**config.mk**
```make
export PLATFORM = sky130hd
export DESIGN_NAME = c17_misr_analyzer_flat
export DESIGN_NICKNAME = d
export VERILOG_FILES = /design/src/rtl/c17_misr_analyzer_if.sv /design/src/rtl/c17_misr_analyzer.sv /design/src/flat_wrapper.sv
export SDC_FILE = /design/constraint.sdc
export NUM_CORES = 1
export LEC_CHECK = 0
export CAP_MARGIN = 10
export CORE_ASPECT_RATIO = 0.7
export CORE_UTILIZATION = 35
export CTS_CLUSTER_DIAMETER = 100
export DETAILED_ROUTE_END_ITERATION = 7
export MAX_ROUTING_LAYER = met4
export PLACE_DENSITY = 0.57
export SLEW_MARGIN = 20
export SYNTH_ARGS = -nofsm -noshare
export SYNTH_HDL_FRONTEND = slang
export SYNTH_SLANG_ARGS = --single-unit
```
**constraint.sdc**
```tcl
create_clock -name clk -period 1.93 [get_ports clk]
set_input_delay 0.386 -clock clk [delete_from_list [all_inputs] [get_ports clk]]
set_output_delay 0.386 -clock clk [all_outputs]
set_load 0.05 [all_outputs]
```
**src/rtl/c17_misr_analyzer_if.sv**
```systemverilog
// c17_misr_analyzer_if: run control, C17 response handshake and result bundle for the MISR analyzer
interface c17_misr_analyzer_if #(
    parameter int SIG_W = 16
);
    logic             start;
    logic             G6gat;
    logic             G7gat;
    logic             valid;
    logic             ready;
    logic             busy;
    logic             done;
    logic             pass;
    logic             timeout;
    logic [SIG_W-1:0] signature;

    modport master (
        output start, G6gat, G7gat, valid,
        input  ready, busy, done, pass, timeout, signature
    );

    modport slave (
        input  start, G6gat, G7gat, valid,
        output ready, busy, done, pass, timeout, signature
    );
endinterface

```
**src/rtl/c17_misr_analyzer.sv**
```systemverilog
// c17_misr_analyzer: MISR compaction of C17 responses with golden-signature compare.
// Optional RUN watchdog enabled by defining C17_MISR_TIMEOUT_EN.
module c17_misr_analyzer #(
    parameter int               SIG_W      = 16,
    parameter logic [SIG_W-1:0] POLY       = 16'h1021,
    parameter logic [SIG_W-1:0] SEED       = '0,
    parameter int               N_PATTERNS = 32,
    parameter logic [SIG_W-1:0] GOLDEN     = '0,
    parameter int               TIMEOUT    = 64
) (
    input logic                 clk,
    input logic                 rst_n,
    c17_misr_analyzer_if.slave  bus
);
    localparam int              CNT_W = $clog2(N_PATTERNS + 1);
    localparam logic [CNT_W-1:0] LAST = CNT_W'(N_PATTERNS - 1);

    typedef enum logic [1:0] {IDLE, RUN, CHECK, DONE} state_t;

    state_t           r_state;
    logic [SIG_W-1:0] r_misr;
    logic [CNT_W-1:0] r_cnt;
    logic             r_ready;
    logic             r_busy;
    logic             r_done;
    logic             r_pass;
    logic             r_timeout;
    logic             w_xfer;
    logic             w_wd_hit;
    logic [SIG_W-1:0] w_misr_nxt;

    assign w_xfer     = bus.valid & r_ready;
    assign w_misr_nxt = {r_misr[SIG_W-2:0], 1'b0} ^ (r_misr[SIG_W-1] ? POLY : '0)
                      ^ SIG_W'({bus.G7gat, bus.G6gat});

`ifdef C17_MISR_TIMEOUT_EN
    localparam int              WD_W    = $clog2(TIMEOUT + 1);
    localparam logic [WD_W-1:0] WD_LAST = WD_W'(TIMEOUT - 1);

    logic [WD_W-1:0] r_wd;

    // counts consecutive idle RUN cycles; any transfer or leaving RUN clears it
    always_ff @(posedge clk or negedge rst_n) begin
        if (!rst_n)
            r_wd <= '0;
        else
            r_wd <= (r_state == RUN && !w_xfer) ? r_wd + 1'b1 : '0;
    end

    assign w_wd_hit = r_state == RUN && !w_xfer && r_wd == WD_LAST;
`else
    assign w_wd_hit = 1'b0 & |TIMEOUT;
`endif

    always_ff @(posedge clk or negedge rst_n) begin
        if (!rst_n) begin
            r_state   <= IDLE;
            r_misr    <= SEED;
            r_cnt     <= '0;
            r_ready   <= 1'b0;
            r_busy    <= 1'b0;
            r_done    <= 1'b0;
            r_pass    <= 1'b0;
            r_timeout <= 1'b0;
        end else begin
            case (r_state)
                IDLE, DONE: begin
                    if (bus.start) begin
                        r_state   <= RUN;
                        r_misr    <= SEED;
                        r_cnt     <= '0;
                        r_ready   <= 1'b1;
                        r_busy    <= 1'b1;
                        r_done    <= 1'b0;
                        r_pass    <= 1'b0;
                        r_timeout <= 1'b0;
                    end
                end
                RUN: begin
                    if (w_xfer) begin
                        r_misr <= w_misr_nxt;
                        r_cnt  <= r_cnt + 1'b1;
                        if (r_cnt == LAST) begin
                            r_state <= CHECK;
                            r_ready <= 1'b0;
                        end
                    end else if (w_wd_hit) begin
                        r_state   <= DONE;
                        r_ready   <= 1'b0;
                        r_busy    <= 1'b0;
                        r_done    <= 1'b1;
                        r_timeout <= 1'b1;
                    end
                end
                CHECK: begin
                    r_state <= DONE;
                    r_busy  <= 1'b0;
                    r_done  <= 1'b1;
                    r_pass  <= r_misr == GOLDEN;
                end
                default: r_state <= IDLE;
            endcase
        end
    end

    assign bus.ready     = r_ready;
    assign bus.busy      = r_busy;
    assign bus.done      = r_done;
    assign bus.pass      = r_pass;
    assign bus.timeout   = r_timeout;
    assign bus.signature = r_misr;
endmodule

```
**src/flat_wrapper.sv**
```systemverilog
// flat-port wrapper written by rule: the top's interface ports become plain ports
module c17_misr_analyzer_flat 
#(
    parameter int               SIG_W      = 16,
    parameter logic [SIG_W-1:0] POLY       = 16'h1021,
    parameter logic [SIG_W-1:0] SEED       = '0,
    parameter int               N_PATTERNS = 32,
    parameter logic [SIG_W-1:0] GOLDEN     = '0,
    parameter int               TIMEOUT    = 64
)
  (clk, rst_n, bus_start, bus_G6gat, bus_G7gat, bus_valid, bus_ready, bus_busy, bus_done, bus_pass, bus_timeout, bus_signature);
  c17_misr_analyzer_if #(.SIG_W(SIG_W)) bus_i ();
  input logic clk;
  input logic rst_n;
  input wire logic [$bits(bus_i.start)-1:0] bus_start;
  input wire logic [$bits(bus_i.G6gat)-1:0] bus_G6gat;
  input wire logic [$bits(bus_i.G7gat)-1:0] bus_G7gat;
  input wire logic [$bits(bus_i.valid)-1:0] bus_valid;
  output wire logic [$bits(bus_i.ready)-1:0] bus_ready;
  output wire logic [$bits(bus_i.busy)-1:0] bus_busy;
  output wire logic [$bits(bus_i.done)-1:0] bus_done;
  output wire logic [$bits(bus_i.pass)-1:0] bus_pass;
  output wire logic [$bits(bus_i.timeout)-1:0] bus_timeout;
  output wire logic [$bits(bus_i.signature)-1:0] bus_signature;
  assign bus_i.start = bus_start;
  assign bus_i.G6gat = bus_G6gat;
  assign bus_i.G7gat = bus_G7gat;
  assign bus_i.valid = bus_valid;
  assign bus_ready = bus_i.ready;
  assign bus_busy = bus_i.busy;
  assign bus_done = bus_i.done;
  assign bus_pass = bus_i.pass;
  assign bus_timeout = bus_i.timeout;
  assign bus_signature = bus_i.signature;
  c17_misr_analyzer #(.SIG_W(SIG_W), .POLY(POLY), .SEED(SEED), .N_PATTERNS(N_PATTERNS), .GOLDEN(GOLDEN), .TIMEOUT(TIMEOUT)) u_core (.clk(clk), .rst_n(rst_n), .bus(bus_i));
endmodule
```
==> reports/metrics.csv <==
metric;value;unit
outcome;finished, final reports clean;
Worst Setup EP;bus_signature[7];
Area contributors post-synth;dfrtp_1, o21ai_0, nand3_1, nand2_1, ha_1;
Worst R2R Setup Slack;0.13;ns
sum of net half-perimeters after detailed placement;2210;um
CP max FO;4;
commonest non-fill, non-tap cell in the layout;dfrtp_1;
Hold Path Class;in2async;
largest net degree at the start of global routing;29;
Final GP Congestion;0.773;
Initial Utilization;37.9;%
share of layout cells above drive strength 1;19.5;%
Final Setup Violations;0;
number of antenna violations at the first check in global routing;0;
Cells after Synth;146;
syn avg cell area;9.53;um2
CP Buf/Inv Count;1;
Crit. path cell count;1;
Pre-Repair DR Iteration Count;4;
# hold bufs at CTS;0;
Hold Vio Cnt, Final;0;
worst r2r src;u_core.r_state[0]$_DFFE_PN0P_;
H-tree depth;1;
most frequent cells in the layout;dfrtp_1, buf_4, o21ai_0;
# diodes;0;
TritonCTS clock tree;yes;
Die ar.;4240;um2
Met1 Wirelength;1650;um
Worst Path Required;1.54;ns
proportion of synthesized chip area in sequential cells;50.4;%
number of synthesized flops with an enable pin;0;
setup TNS;0;ns
wire length of the first global-routing pass;5000;um
post-synth top area share;50.4;%
post-CTS setup buffers;0;
fin. max-slew vios;0;
# IOs;27;
Worst-Margin Slew;0.516;ns
CTS root buffer;clkbuf_8;
Post-Syn Nets;156;
CP peak stage delay;0.83;ns
Setup Skew;0.00189;ns
crit path max-delay cell type;clkdlybuf4s50_1;
Synth warnings;0;
cell family with most CP delay;buffers and inverters;
Top Layer Used;met4;
arrival time of the worst setup path;1.50;ns
depth of the most critical reg-to-reg path;7;
RR Endpoint;u_core.r_cnt[2]$_DFFE_PN0P_;
Worst Setup End Kind;primary output;
most used flip-flop cell after synthesis;dfrtp_1;
Netlist cell types;35;
Worst-Skew Late Latency;0.27;ns
metal2 WL;1320;um
Relative slew margins;65.5;%
placed cell count;220;
synth-to-layout area growth;26.3;%
Total Power;0.00238;W
Resized Gates After CTS;0;
DR iter-0 viols;19;
FILL cells;366;
leakage;0.902;nW
Core ar.;3670;um2
PD cells;1350;nW/um2
GRT Overall Usage;16.3;%
Vias;1147;
row count;18;
CP Launch Point;u_core.bus.signature[7]$_DFFE_PN0P_;
drt drc;0;
Worst-path clk slew;0.09;ns
Max Cap Viol;0;
Routed Wire Length;3100;um
Die Y;54.8;um
period utilization;97.7;%
metal3 WL;116;um
Post-synth ARST share;100;%
synthesized area;1390;um2
grt ovf;0;
RSZ-0062 raised after global routing;no;
Avg Vias per Cell;5.12;
CTS sink cnt;28;
Highest Clock Rate;0.530;GHz
non-filler cells, final;224;
wire length per cell;13.8;um
worst vdd ir;0.000626;V
Final ANT Viol Nets;0;
number of synthesized register bits;28;
port bufs;25;
cell taking the most area after synthesis;dfrtp_1;
Longest Clk Path Bufs;2;
Die X-Extent;77.4;um
number of global-route vias before repair;1037;
critical path, cell by cell;clkdlybuf4s50_1;
post-route minimum period;1.89;ns
crit path launch type;flop;
CTS buffer count;3;
nets;185;
CP Class;reg2out;
synth_stat cells, types with 2 or more instances:
| cell | number |
|---|---|
| buf_2 | 4 |
| a21oi_1 | 2 |
| nor2_1 | 7 |
| nor4_1 | 3 |
| o21ai_0 | 21 |
| xnor2_1 | 3 |
| o31ai_1 | 2 |
| dfrtp_1 | 28 |
| nand2_1 | 20 |
| inv_1 | 3 |
| clkbuf_1 | 3 |
| nor3_2 | 2 |
| ha_1 | 4 |
| xor2_1 | 4 |
| nor2b_1 | 2 |
| nand3_1 | 19 |
layer usage:
layer  vias to the layer above  track usage, %
met1                       563            22.5
met3                         2            4.00
met2                        23            24.0
met4                         0            3.77
met5                         -               -
li1                        559               -
metrics by stage:
stage	hold slack (ns)	util, %	area [um2]	setup slack (ns)
after floorplan	0.0904	-	1390	0.237
after global placement	0.488	46.2	1700	0.0966
after detailed placement	0.497	46.2	1700	0.0628
after CTS	0.495	47.7	1750	0.0402
after global routing	0.517	47.9	1760	0.00155
final	0.487	47.9	1760	0.0442
worst min path at each step:
stage                                     start                           end  slack, ns
finish                                    rst_n  u_core.bus.ready$_DFFE_PN0P_       0.49
global route                              rst_n  u_core.bus.ready$_DFFE_PN0P_       0.52
CTS                                       rst_n   u_core.bus.busy$_DFFE_PN0P_       0.49
detailed placement  u_core.bus.busy$_DFFE_PN0P_   u_core.bus.busy$_DFFE_PN0P_       0.50
global placement    u_core.bus.busy$_DFFE_PN0P_   u_core.bus.busy$_DFFE_PN0P_       0.49
floorplan                                 rst_n   u_core.bus.busy$_DFFE_PN0P_       0.09
sequential cells by signal (all words and copies together), names as in the netlist:
register	cells
u_core.r_cnt	6
u_core.bus.busy	1
u_core.bus.pass	1
u_core.bus.signature	16
u_core.bus.done	1
u_core.bus.ready	1
u_core.r_state	2
cell type report:
cell class	count	area, um2	share of cell area, %
timing repair buffer	33	285	16.2
tap	50	62.6	3.56
inverter	3	11.3	0.641
clock buffer	4	55.1	3.13
sequential	28	701	39.9
multi-input combinational	106	642	36.5
cell families after synthesis:
kind of cell	synth area share (%)
AOI/OAI and AO/OA	12.0
buffers and inverters	3.87
muxes	3.33
DFF	50.4
and+or+nand+nor	22.2
xor gates and xnor gates	4.41
adders and majority gates	3.60
other	0.270
where the power goes:
| part | total [W] | switching, W | internal (W) |
|---|---|---|---|
| combinational | 0.00124 | 0.000809 | 0.000433 |
| clock | 0.000358 | 0.000175 | 0.000182 |
| sequential | 0.000780 | 0.0000909 | 0.000689 |
| total | 0.00238 | 0.00108 | 0.00130 |
Note: power is estimated with default switching activity, not from simulation.
